File: config.mk
export PLATFORM = sky130hd
export DESIGN_NAME = reserved_exit_request_ctrl_flat
export DESIGN_NICKNAME = d
export VERILOG_FILES = /design/src/rtl/reserved_exit_request_ctrl_if.sv /design/src/rtl/reserved_exit_request_ctrl.sv /design/src/flat_wrapper.sv
export SDC_FILE = /design/constraint.sdc
export NUM_CORES = 1
export LEC_CHECK = 0
export ABC_AREA = 1
export CAP_MARGIN = 10
export CORE_MARGIN = 2
export CORE_UTILIZATION = 45
export DETAILED_ROUTE_END_ITERATION = 6
export PLACE_DENSITY = 0.79
export SLEW_MARGIN = 20
export SYNTH_ARGS = -nofsm -noshare
export SYNTH_HDL_FRONTEND = slang
export SYNTH_SLANG_ARGS = --single-unit
export TNS_END_PERCENT = 10
File: constraint.sdc
create_clock -name clk -period 1.55 [get_ports clk]
set_input_delay 0.3875 -clock clk [delete_from_list [all_inputs] [get_ports clk]]
set_output_delay 0.3875 -clock clk [all_outputs]
set_load 0.005 [all_outputs]
File: src/rtl/reserved_exit_request_ctrl_if.sv
// Exit-path bus for reserved_exit_request_ctrl: entry events, exit handshake,
// barrier control, status response and live occupancy bitmap.
interface reserved_exit_request_ctrl_if #(
  parameter int N_SLOTS = 8,
  parameter int FLAT_W  = $clog2(N_SLOTS) + 1
);
  logic               entry_valid;
  logic [FLAT_W-1:0]  entry_flat;
  logic               exit_valid;
  logic [FLAT_W-1:0]  exit_flat;
  logic               exit_ready;
  logic               vehicle_clear;
  logic               gate_open;
  logic               resp_valid;
  logic [1:0]         resp_code;
  logic [FLAT_W-1:0]  resp_flat;
  logic [N_SLOTS-1:0] occupancy;

  modport master (
    output entry_valid, entry_flat, exit_valid, exit_flat, vehicle_clear,
    input  exit_ready, gate_open, resp_valid, resp_code, resp_flat, occupancy
  );

  modport slave (
    input  entry_valid, entry_flat, exit_valid, exit_flat, vehicle_clear,
    output exit_ready, gate_open, resp_valid, resp_code, resp_flat, occupancy
  );
endinterface

File: src/rtl/reserved_exit_request_ctrl.sv
// Reserved-parking exit controller: validates exit requests against the slot bitmap,
// drives the barrier and reports a status code. Optional stats via RESERVED_EXIT_STATS_EN.
module reserved_exit_request_ctrl #(
  parameter int N_SLOTS     = 8,
  parameter int FLAT_W      = $clog2(N_SLOTS) + 1,
  parameter int GATE_CYCLES = 16
) (
  input  logic clk,
  input  logic rst_n,
  reserved_exit_request_ctrl_if.slave bus
`ifdef RESERVED_EXIT_STATS_EN
  ,
  output logic [15:0] invalid_cnt
`endif
);

  localparam int TIMER_W = (GATE_CYCLES > 2) ? $clog2(GATE_CYCLES) : 1;

  localparam logic [1:0] CODE_EXITED  = 2'd0;
  localparam logic [1:0] CODE_EMPTY   = 2'd1;
  localparam logic [1:0] CODE_BADFLAT = 2'd2;
  localparam logic [1:0] CODE_TIMEOUT = 2'd3;

  typedef enum logic [1:0] {IDLE, CHECK, OPEN, DONE} state_t;

  state_t             state_q, state_d;
  logic [FLAT_W-1:0]  flat_q, flat_d;
  logic [1:0]         code_q, code_d;
  logic [TIMER_W-1:0] timer_q, timer_d;
  logic [N_SLOTS-1:0] occ_q, occ_d;
  logic               exit_ready_q, exit_ready_d;
  logic               gate_open_q, gate_open_d;
  logic               resp_valid_q, resp_valid_d;
  logic [1:0]         resp_code_q, resp_code_d;
  logic [FLAT_W-1:0]  resp_flat_q, resp_flat_d;

  logic [N_SLOTS-1:0] entry_mask;
  logic [N_SLOTS-1:0] exit_mask;

  // One-hot slot decode; flat 0 and flats above N_SLOTS decode to all-zero masks.
  for (genvar gi = 0; gi < N_SLOTS; gi++) begin : g_decode
    assign entry_mask[gi] = bus.entry_valid && (bus.entry_flat == FLAT_W'(gi + 1));
    assign exit_mask[gi]  = (flat_q == FLAT_W'(gi + 1));
  end

  always_comb begin
    state_d      = state_q;
    flat_d       = flat_q;
    code_d       = code_q;
    timer_d      = timer_q;
    occ_d        = occ_q | entry_mask;
    resp_valid_d = 1'b0;
    resp_code_d  = resp_code_q;
    resp_flat_d  = resp_flat_q;

    case (state_q)
      IDLE: begin
        if (bus.exit_valid && exit_ready_q) begin
          flat_d  = bus.exit_flat;
          state_d = CHECK;
        end
      end
      CHECK: begin
        if (exit_mask == '0) begin
          code_d  = CODE_BADFLAT;
          state_d = DONE;
        end else if ((exit_mask & occ_q) == '0) begin
          code_d  = CODE_EMPTY;
          state_d = DONE;
        end else begin
          // Clearing after the entry merge makes a same-edge entry lose.
          occ_d   = occ_d & ~exit_mask;
          timer_d = '0;
          state_d = OPEN;
        end
      end
      OPEN: begin
        if (bus.vehicle_clear) begin
          code_d  = CODE_EXITED;
          state_d = DONE;
        end else if (timer_q == TIMER_W'(GATE_CYCLES - 1)) begin
          occ_d   = occ_d | exit_mask;
          code_d  = CODE_TIMEOUT;
          state_d = DONE;
        end else begin
          timer_d = timer_q + 1'b1;
        end
      end
      DONE: begin
        resp_valid_d = 1'b1;
        resp_code_d  = code_q;
        resp_flat_d  = flat_q;
        state_d      = IDLE;
      end
      default: state_d = IDLE;
    endcase

    exit_ready_d = (state_d == IDLE);
    gate_open_d  = (state_d == OPEN);
  end

  always_ff @(posedge clk) begin
    if (!rst_n) begin
      state_q      <= IDLE;
      flat_q       <= '0;
      code_q       <= '0;
      timer_q      <= '0;
      occ_q        <= '0;
      exit_ready_q <= 1'b0;
      gate_open_q  <= 1'b0;
      resp_valid_q <= 1'b0;
      resp_code_q  <= '0;
      resp_flat_q  <= '0;
    end else begin
      state_q      <= state_d;
      flat_q       <= flat_d;
      code_q       <= code_d;
      timer_q      <= timer_d;
      occ_q        <= occ_d;
      exit_ready_q <= exit_ready_d;
      gate_open_q  <= gate_open_d;
      resp_valid_q <= resp_valid_d;
      resp_code_q  <= resp_code_d;
      resp_flat_q  <= resp_flat_d;
    end
  end

  assign bus.exit_ready = exit_ready_q;
  assign bus.gate_open  = gate_open_q;
  assign bus.resp_valid = resp_valid_q;
  assign bus.resp_code  = resp_code_q;
  assign bus.resp_flat  = resp_flat_q;
  assign bus.occupancy  = occ_q;

`ifdef RESERVED_EXIT_STATS_EN
  logic [15:0] invalid_cnt_q, invalid_cnt_d;

  always_comb begin
    invalid_cnt_d = invalid_cnt_q;
    if (state_q == DONE && code_q != CODE_EXITED && invalid_cnt_q != 16'hFFFF) begin
      invalid_cnt_d = invalid_cnt_q + 16'd1;
    end
  end

  always_ff @(posedge clk) begin
    if (!rst_n) begin
      invalid_cnt_q <= '0;
    end else begin
      invalid_cnt_q <= invalid_cnt_d;
    end
  end

  assign invalid_cnt = invalid_cnt_q;
`endif

endmodule

File: src/flat_wrapper.sv
// flat-port wrapper written by rule: the top's interface ports become plain ports
module reserved_exit_request_ctrl_flat 
#(
  parameter int N_SLOTS     = 8,
  parameter int FLAT_W      = $clog2(N_SLOTS) + 1,
  parameter int GATE_CYCLES = 16
)
  (clk, rst_n, bus_entry_valid, bus_entry_flat, bus_exit_valid, bus_exit_flat, bus_vehicle_clear, bus_exit_ready, bus_gate_open, bus_resp_valid, bus_resp_code, bus_resp_flat, bus_occupancy);
  reserved_exit_request_ctrl_if #(.N_SLOTS(N_SLOTS), .FLAT_W(FLAT_W)) bus_i ();
  input  logic clk;
  input  logic rst_n;
  input wire logic [$bits(bus_i.entry_valid)-1:0] bus_entry_valid;
  input wire logic [$bits(bus_i.entry_flat)-1:0] bus_entry_flat;
  input wire logic [$bits(bus_i.exit_valid)-1:0] bus_exit_valid;
  input wire logic [$bits(bus_i.exit_flat)-1:0] bus_exit_flat;
  input wire logic [$bits(bus_i.vehicle_clear)-1:0] bus_vehicle_clear;
  output wire logic [$bits(bus_i.exit_ready)-1:0] bus_exit_ready;
  output wire logic [$bits(bus_i.gate_open)-1:0] bus_gate_open;
  output wire logic [$bits(bus_i.resp_valid)-1:0] bus_resp_valid;
  output wire logic [$bits(bus_i.resp_code)-1:0] bus_resp_code;
  output wire logic [$bits(bus_i.resp_flat)-1:0] bus_resp_flat;
  output wire logic [$bits(bus_i.occupancy)-1:0] bus_occupancy;
  assign bus_i.entry_valid = bus_entry_valid;
  assign bus_i.entry_flat = bus_entry_flat;
  assign bus_i.exit_valid = bus_exit_valid;
  assign bus_i.exit_flat = bus_exit_flat;
  assign bus_i.vehicle_clear = bus_vehicle_clear;
  assign bus_exit_ready = bus_i.exit_ready;
  assign bus_gate_open = bus_i.gate_open;
  assign bus_resp_valid = bus_i.resp_valid;
  assign bus_resp_code = bus_i.resp_code;
  assign bus_resp_flat = bus_i.resp_flat;
  assign bus_occupancy = bus_i.occupancy;
  reserved_exit_request_ctrl #(.N_SLOTS(N_SLOTS), .FLAT_W(FLAT_W), .GATE_CYCLES(GATE_CYCLES)) u_core (.clk(clk), .rst_n(rst_n), .bus(bus_i));
endmodule
Word-level counts from Yosys, hierarchy flattened
Cells that the tools add are included.

operators by class
  $add $sub $neg = 1
  equal/unequal tests = 27
  mux-type cells = 22
  bitwise operators = 5
  reductions and logical operators = 17

operators with widths
  cell                                           count
  == test 4 x 3 -> 1 bit, second input constant  8
  two-way mux 8 bit                              4
  AND 8 bit                                      2
  == test 4 x 2 -> 1 bit, second input constant  4
  logical NOT 8 bit                              2
  two-way mux 2 bit                              8
  two-way mux 4 bit                              4
  OR 8 bit                                       2
  case mux 8 bit (2 select lines)                1
  == test 4 bit, second input constant           3
  logical AND 1 bit                              9
  == test 4 x 1 -> 1 bit, second input constant  2
  != test 2 bit, second input constant           4
  NOT 8 bit                                      1
  case mux 2 bit (4 select lines)                1
  case mux 4 bit (2 select lines)                1
  == test 2 bit, second input constant           3
  AND reduction 5 bit                            1
  adder 4 x 1 -> 4 bit, second input constant    1
  logical NOT 2 bit                              2
  case mux 2 bit (2 select lines)                1
  != test 3 x 1 -> 1 bit, second input constant  1
  != test 3 x 2 -> 1 bit, second input constant  1
  AND reduction 3 bit                            1
  4 further kinds                                5

word-level totals
  flip-flop bits (word level) = 29
  output and inout port bits = 17
  logic and storage cells = 82

Logic depth before layout (Yosys ltp)
Gate-level depths: netlist of the first run.

  depth in word-level cells = 7
  gate-level depth with buffers = 11
  mapped depth without buffers = 11

Least setup slack after synthesis of the first run
OpenSTA, ideal clock, no wires.

  path type = register to register
  start point = register u_core.state_q[0]
  end point = register u_core.occ_q[1] (netlist: u_core.bus.occupancy[1])
  setup time = 128 ps
  data arrival time = 1532 ps
  slack = -111 ps
  cell stages (with the launch flop) = 10
  buffers on the path = 0
  period minus slack after synthesis = 1661 ps
  cells stage by stage = dfxtp_1 > inv_1 > ha_1 > inv_1 > nor2_1 > inv_1 > a21oi_1 > nand2_1 > o21ai_0 > a21oi_1

on the way
  cells in the longest elaborated chain, start to end = 2

RTL lines
  item                                                            RTL line                           text
  start, declared                                                 reserved_exit_request_ctrl.sv:26   state_t state_q, state_d;
  start signal, assigned                                          reserved_exit_request_ctrl.sv:115  state_q <= state_d;
  == test 2 bit / == test 2 x 1 -> 1 bit (equally long branches)  reserved_exit_request_ctrl.sv:56   case (state_q)
  case mux 8 bit (2 select lines) *                               reserved_exit_request_ctrl.sv:56
  end signal, assigned                                            reserved_exit_request_ctrl.sv:108  occ_q <= '0;
  end signal, assigned                                            reserved_exit_request_ctrl.sv:119  occ_q <= occ_d;
  end, declared                                                   reserved_exit_request_ctrl.sv:30   logic [N_SLOTS-1:0] occ_q, occ_d;

Every way passes the cells marked *; elsewhere a longest branch is shown, timed or not.
A chain may end at the register's enable or synchronous reset.

Worst setup path after layout of the first run
  start point = register u_core.flat_q[2]
  end point = register u_core.exit_ready_q (netlist: u_core.bus.exit_ready)

on the way
  cells in the longest elaborated chain, start to end = 7

RTL lines
  item                                            RTL line                           text
  start, declared                                 reserved_exit_request_ctrl.sv:27   logic [FLAT_W-1:0] flat_q, flat_d;
  start signal, assigned                          reserved_exit_request_ctrl.sv:116  flat_q <= flat_d;
  == test 4 x 1 -> 1 bit (tied with other cells)  reserved_exit_request_ctrl.sv:43   assign exit_mask[gi] = (flat_q == FLAT_W'(gi + 1));
  AND 8 bit                                       reserved_exit_request_ctrl.sv:67   end else if ((exit_mask & occ_q) == '0) begin
  logical NOT 8 bit                               reserved_exit_request_ctrl.sv:67
  two-way mux 1 bit                               reserved_exit_request_ctrl.sv:67
  two-way mux 2 bit *                             reserved_exit_request_ctrl.sv:64   if (exit_mask == '0) begin
  case mux 2 bit (4 select lines) *               reserved_exit_request_ctrl.sv:56
  logical NOT 2 bit *                             reserved_exit_request_ctrl.sv:98   exit_ready_d = (state_d == IDLE);
  end signal, assigned                            reserved_exit_request_ctrl.sv:120  exit_ready_q <= exit_ready_d;
  end, declared                                   reserved_exit_request_ctrl.sv:31   logic exit_ready_q, exit_ready_d;

Marks and branches as above.

==> flow_metrics.env, run 1 <==
export IMPL_hp_class="reg2reg"
export IMPL_hold_viol_final=0
export IMPL_power_density_mw_per_mm2=1520
export IMPL_hold_depth=2
export IMPL_start_util=0.471
export IMPL_cts_reportedPaths_clkPinSlew_ns=0.09
export IMPL_maxSlewHeadroom=0.735
export IMPL_ant_nets=0
export IMPL_fmax_mhz=664
export IMPL_row_count=21
export IMPL_tightest_slew_ns=0.397
export IMPL_synth_nets=241
export IMPL_min_to="u_core.bus.resp_code[1]$_SDFFE_PN0P_"
export IMPL_clock_latency_ns=0.35
export IMPL_io_pins=30
export IMPL_worstPathRequired_ns=1.82
export IMPL_ys_ff_latch=29
export IMPL_outcome="finished clean"
export IMPL_fill_cells=283
export IMPL_syn_inst=222
export IMPL_portBuffers=29
export IMPL_dr_pass1_iters=5
export IMPL_grt_overflow_total=0
export IMPL_rr_endpoint="u_core.bus.exit_ready$_SDFF_PN0_"
export IMPL_critPathArrivalTime_ns=1.77
export IMPL_endpoint_kind="flop"
export IMPL_syn_to_final_growth_pct=47.0
export IMPL_period_share=0.971
export IMPL_root_buffer="clkbuf_4"
export IMPL_power_total_mw=3.52
export IMPL_reg2reg_from="u_core.flat_q[2]$_SDFFE_PN0P_"
export IMPL_synth_edf_count=0
export IMPL_place_ws_ns=-0.168
export IMPL_leakage_nw=1.07
export IMPL_grt_first_pass_wirelength_um=6390
export IMPL_die_h_um=63.1
export IMPL_vdd_drop_max_mv=0.959
export IMPL_cts_sinks=29
export IMPL_setup_ws_ns=0.0445
export IMPL_start_kind="flop"
export IMPL_path_cells="inv_4 > nor2_4 > nand3_2 > nand2_2 > nor2_4 > nand3_4 > buf_4 > nand3_4 > nand2_2 > nand2_2 > nor2_2"
export IMPL_post_route_min_period_ns=1.51
export IMPL_critical_path_class="reg2reg"
export IMPL_antenna_found_initial=0
export IMPL_hpwl_um=2800
export IMPL_track_usage=0.203
export IMPL_wl_um=4110
export IMPL_place_inst=317
export IMPL_fin_skew_ns=0.0174
export IMPL_diodes=0
export IMPL_syn_area_mm2=0.00157
export IMPL_dieArea_mm2=0.00398
export IMPL_ys_seq_area_frac=0.370
export IMPL_ff2ff_setup_slack_ns=0.04
export IMPL_coreArea_mm2=0.00334
export IMPL_rsz0062_at_grt="yes"
export IMPL_slew_violations=0
export IMPL_yosysUniqueCellTypes=28
export IMPL_timing_setup_tns_ns=0
export IMPL_clockBufferDepth=2
export IMPL_die_x_um=63.1
export IMPL_detail_route_wl_per_cell_um=12.4
export IMPL_cts_htree_levels=2
export IMPL_routed_via_density=5.01
export IMPL_first_global_vias=1510
export IMPL_slowest_delay_ns=0.39
export IMPL_min_delay_start="u_core.code_q[1]$_SDFFE_PN0P_"
export IMPL_drive_gt1_frac=0.337
export IMPL_slowest_stage="dfxtp_4"
export IMPL_critPathMaxFanout=7
export IMPL_maxCapViolCount=0
export IMPL_synthFlopType="dfxtp_1"
export IMPL_setup_viol=0
export IMPL_drc=0
export IMPL_vias=1657
export IMPL_routabilityCongestion=0.872
export IMPL_numCtsBuffers=5
export IMPL_postSynth_asyncResetShare=0
export IMPL_path_buf_inv=2
export IMPL_cts_tree="built"
export IMPL_final_cells=331
export IMPL_grt_max_degree=14
export IMPL_fin_nets=303
export IMPL_worst_path_dominant_cell_family="simple AND/OR/NAND/NOR gates"
export IMPL_synth_warning_count=0
export IMPL_path_common_cell="nand2_2"
export IMPL_rr_worst_depth=11
export IMPL_drt_iter0_markers=82
export IMPL_syn_area_per_cell_um2=7.07
layout by cell type (no fill, tap or decap):
cell             instances
a21oi_1                 26
buf_4                   29
buf_6                    2
bufinv_16                1
clkbuf_1                 1
clkbuf_4                 5
clkbuf_8                 1
clkdlybuf4s50_1         12
clkinv_1                 1
dfxtp_1                  8
dfxtp_2                 18
dfxtp_4                  3
dlygate4sd2_1           16
dlymetal6s2s_1           1
ha_1                     3
ha_2                     3
inv_1                   18
inv_2                    6
inv_4                    1
nand2_1                 41
nand2_2                  7
nand3_1                 21
nand3_2                  5
nand3_4                  2
nand4_1                  3
nor2_1                  13
nor2_2                   5
nor2_4                   6
nor3_4                   1
nor4_1                   1
o21ai_0                 13
o21ai_1                  3
o21bai_1                 3
o31ai_1                  3
or2_2                    1
xor2_1                   2
logic make-up (layout without fill, tap and decap cells):
group | after synthesis | count (layout) | share of synthesized area
compound gates | 48 | 48 | 0.163
xor+xnor | 2 | 2 | 0.0112
fa+ha+maj | 6 | 6 | 0.0478
buf+inv | 31 | 94 | 0.0869
flops | 29 | 29 | 0.370
simple gates | 106 | 106 | 0.322
per-stage QoR:
step / utilization / instance area, um2 / hold slack, ns
2_1_floorplan: - / 1580 / 0.429
3_3_place_gp: 0.622 / 2080 / 0.450
3_5_place_dp: 0.622 / 2080 / 0.444
4_1_cts: 0.653 / 2180 / 0.456
5_1_grt: 0.692 / 2310 / 0.510
6_report: 0.692 / 2310 / 0.482
worst max-delay path by stage:
stage                                                    end  cells after the start  slack, ns                           from
after floorplan           u_core.bus.occupancy[1]$_SDFF_PN0_                      9       0.01   u_core.state_q[0]$_SDFF_PN0_
after global placement    u_core.bus.occupancy[7]$_SDFF_PN0_                      6      -0.16              bus_vehicle_clear
after detailed placement  u_core.bus.occupancy[6]$_SDFF_PN0_                      6      -0.17              bus_vehicle_clear
after CTS                 u_core.bus.occupancy[2]$_SDFF_PN0_                      6      0.002   u_core.state_q[0]$_SDFF_PN0_
after global routing        u_core.bus.exit_ready$_SDFF_PN0_                     11      -0.09  u_core.flat_q[2]$_SDFFE_PN0P_
final                       u_core.bus.exit_ready$_SDFF_PN0_                     11       0.04  u_core.flat_q[2]$_SDFFE_PN0P_
Yosys cell counts (2+ instances only):
library cell  number  area, um2
nand2_1           45        169
dfxtp_1           29        581
a21oi_1           26        130
nand3_1           25        125
inv_1             23       86.3
nor2_1            19       71.3
o21ai_0           14       70.1
ha_1               6       75.1
nor2_2             4       25.0
nand2_2            3       18.8
nand4_1            3       18.8
o21bai_1           3       22.5
o31ai_1            3       22.5
inv_2              2       7.51
nand3_2            2       20.0
o21ai_1            2       10.0
xor2_1             2       17.5
metal layers:
metal / up-vias / GRT usage / routed length (um)
met2: 44 / 0.351 / 2050
met1: 740 / 0.240 / 1800
met5: - / 0 / 0
met3: 10 / 0.0500 / 187
li1: 863 / - / -
met4: 0 / 0.0778 / 61
cell type report:
cell class                 instances  area [um2]  share of cell area
clock inverter                     1        30.0              0.0130
timing repair buffer              60         513               0.222
clock buffer                       7        55.1              0.0238
sequential                        29         614               0.266
multi-input combinational        162         938               0.407
inverter                          26         100              0.0434
tap                               46        57.6              0.0249
state kept, by name (all words and copies together), names as in the netlist:
name	flops
u_core.bus.occupancy	8
u_core.bus.resp_flat	4
u_core.flat_q	4
u_core.timer_q	4
u_core.bus.resp_code	2
u_core.code_q	2
u_core.state_q	2
u_core.bus.exit_ready	1
u_core.bus.gate_open	1
u_core.bus.resp_valid	1
tightest hold or removal path: cells and delay by family (launching register included):
kind | cells | cell delay, ns
AO/OA/AOI/OAI | 1 | 0.07
buffers and inverters | 1 | 0.07
flip-flops | 1 | 0.31
report_power, final:
| group | internal (mW) | switching, mW | leakage, nW |
|---|---|---|---|
| registers | 0.903 | 0.111 | 0.247 |
| clock network | 0.385 | 0.281 | 0.0455 |
| logic | 0.824 | 1.02 | 0.775 |
| total | 2.11 | 1.41 | 1.07 |
repair_timing:
action	in CTS	in global routing
hold buffers	0	0
resized for setup	33	37
setup endpoints to repair	24	18
pin swaps	1	10
buffers inserted	2	4
Power figures use the tool's default switching activity.
==> inputs of run 2 (changes only) <==
Settings changed: GPL_ROUTABILITY_DRIVEN from default to 0, TNS_END_PERCENT 10 to 20.
==> flow_metrics.env, run 2 (synthesis results as in run 1) <==
export IMPL_outcome="finished clean"
export IMPL_critPathArrivalTime_ns=1.79
export IMPL_final_common_cell="nand2_1"
export IMPL_dr_wl_met3_um=177
export IMPL_dr_pass1_iters=6
export IMPL_drive_gt1_frac=0.348
export IMPL_row_count=21
export IMPL_coreArea_mm2=0.00334
export IMPL_setup_ws_ns=0.0221
export IMPL_leakage_nw=1.08
export IMPL_track_usage=0.204
export IMPL_fin_nets=305
export IMPL_grt_first_pass_wirelength_um=6450
export IMPL_numCtsBuffers=5
export IMPL_endpoint_kind="flop"
export IMPL_portBuffers=29
export IMPL_antenna_found_initial=0
export IMPL_drc=0
export IMPL_mostFrequentLayoutCells="nand2_1, buf_4, a21oi_1"
export IMPL_die_x_um=63.1
export IMPL_vias=1676
export IMPL_setup_viol=0
export IMPL_hold_viol_final=0
export IMPL_detail_route_wl_per_cell_um=12.4
export IMPL_regArea_um2=614
export IMPL_hpwl_um=2800
export IMPL_vdd_drop_max_mv=0.969
export IMPL_utilization=0.698
export IMPL_top_layer="met4"
export IMPL_wl_um=4130
export IMPL_maxCapViolCount=0
export IMPL_place_ws_ns=-0.168
export IMPL_start_kind="flop"
export IMPL_grt_overflow_total=0
export IMPL_routed_via_density=5.03
export IMPL_critical_path_class="reg2reg"
export IMPL_placed_area_mm2=0.00208
export IMPL_largest_reg_flops=8
export IMPL_start_util=0.471
export IMPL_ff2ff_setup_slack_ns=0.02
export IMPL_cts_sinks=29
export IMPL_syn_to_final_growth_pct=48.4
export IMPL_io_pins=30
export IMPL_maxSlewHeadroom=0.719
export IMPL_clock_latency_ns=0.34
export IMPL_drt_iter0_markers=63
export IMPL_ant_nets=0
export IMPL_grt_max_degree=14
export IMPL_hp_class="reg2reg"
export IMPL_wl_met1_um=1860
export IMPL_cts_htree_levels=2
export IMPL_first_global_vias=1518
export IMPL_root_buffer="clkbuf_4"
export IMPL_ctsHoldBuffers=0
export IMPL_finish_instance_area_mm2=0.00233
export IMPL_post_route_min_period_ns=1.53
export IMPL_rsz0062_at_grt="yes"
export IMPL_period_share=0.986
export IMPL_diodes=0
export IMPL_cts_tree="built"
export IMPL_fmax_mhz=654
export IMPL_wl_met2_um=2050
export IMPL_slew_violations=0
export IMPL_worstPathRequired_ns=1.81
export IMPL_cts_reportedPaths_clkPinSlew_ns=0.09
export IMPL_clockBufferDepth=2
export IMPL_critPathMaxFanout=7
export IMPL_dieArea_mm2=0.00398
export IMPL_multi_input_area_um2=945
export IMPL_power_density_mw_per_mm2=1510
export IMPL_die_h_um=63.1
export IMPL_fill_cells=280
export IMPL_fin_skew_ns=0.0165
export IMPL_tightest_slew_ns=0.420
-- run 2: timing repair --
action / CTS / global route
pin swaps: 1 / 11
buffers inserted: 3 / 5
gates resized for setup: 33 / 38
setup endpoints to repair: 24 / 18
-- run 2: per-stage QoR --
| step | TNS, ns | hold slack [ns] | std cells | total power [mW] |
|---|---|---|---|---|
| final | 0 | 0.482 | 333 | 3.53 |
| after global routing | -0.312 | 0.510 | 333 | 3.77 |
| after CTS | 0 | 0.456 | 328 | 3.32 |
| after detailed placement | -1.26 | 0.444 | 317 | 2.66 |
| after global placement | -1.28 | 0.450 | 317 | 2.63 |
| after floorplan | 0 | 0.429 | 222 | 2.03 |
-- run 2: area by class of cell --
cell class,count,share of cell area
multi-input cells,162,0.405
flip-flops and latches,29,0.264
repair buffers,62,0.227
inverters,26,0.0430
well taps,46,0.0247
clock buffers,7,0.0236
clock inverters,1,0.0129
-- run 2: where the power goes --
part / total, mW / internal (mW) / switching (mW)
registers: 1.01 / 0.903 / 0.110
clock network: 0.658 / 0.385 / 0.273
logic: 1.86 / 0.831 / 1.03
total: 3.53 / 2.12 / 1.41
-- run 2: worst max-delay path: stages (launching register included) --
cell and delay (ns):
dfxtp_4 0.39, inv_4 0.05, nor2_4 0.25, nand3_2 0.13, nand2_2 0.10, nor2_4 0.05
nand3_4 0.08, buf_4 0.13, nand3_4 0.06, nand2_2 0.07, nand2_2 0.05, nor2_2 0.10
-- run 2: path summary, 6_finish.rpt --
check	from	endpoint	depth (start not counted)
worst min-delay path	u_core.code_q[1]$_SDFFE_PN0P_	u_core.bus.resp_code[1]$_SDFFE_PN0P_	2
worst max register to register	u_core.flat_q[2]$_SDFFE_PN0P_	u_core.bus.exit_ready$_SDFF_PN0_	11
worst min register to register	u_core.code_q[1]$_SDFFE_PN0P_	u_core.bus.resp_code[1]$_SDFFE_PN0P_	2
worst max-delay path	u_core.flat_q[2]$_SDFFE_PN0P_	u_core.bus.exit_ready$_SDFF_PN0_	11
-- run 2: routing by layer --
layer	track usage	up-vias
li1	-	864
met1	0.243	766
met2	0.352	41
met3	0.0500	5
met4	0.0778	0
met5	0	-
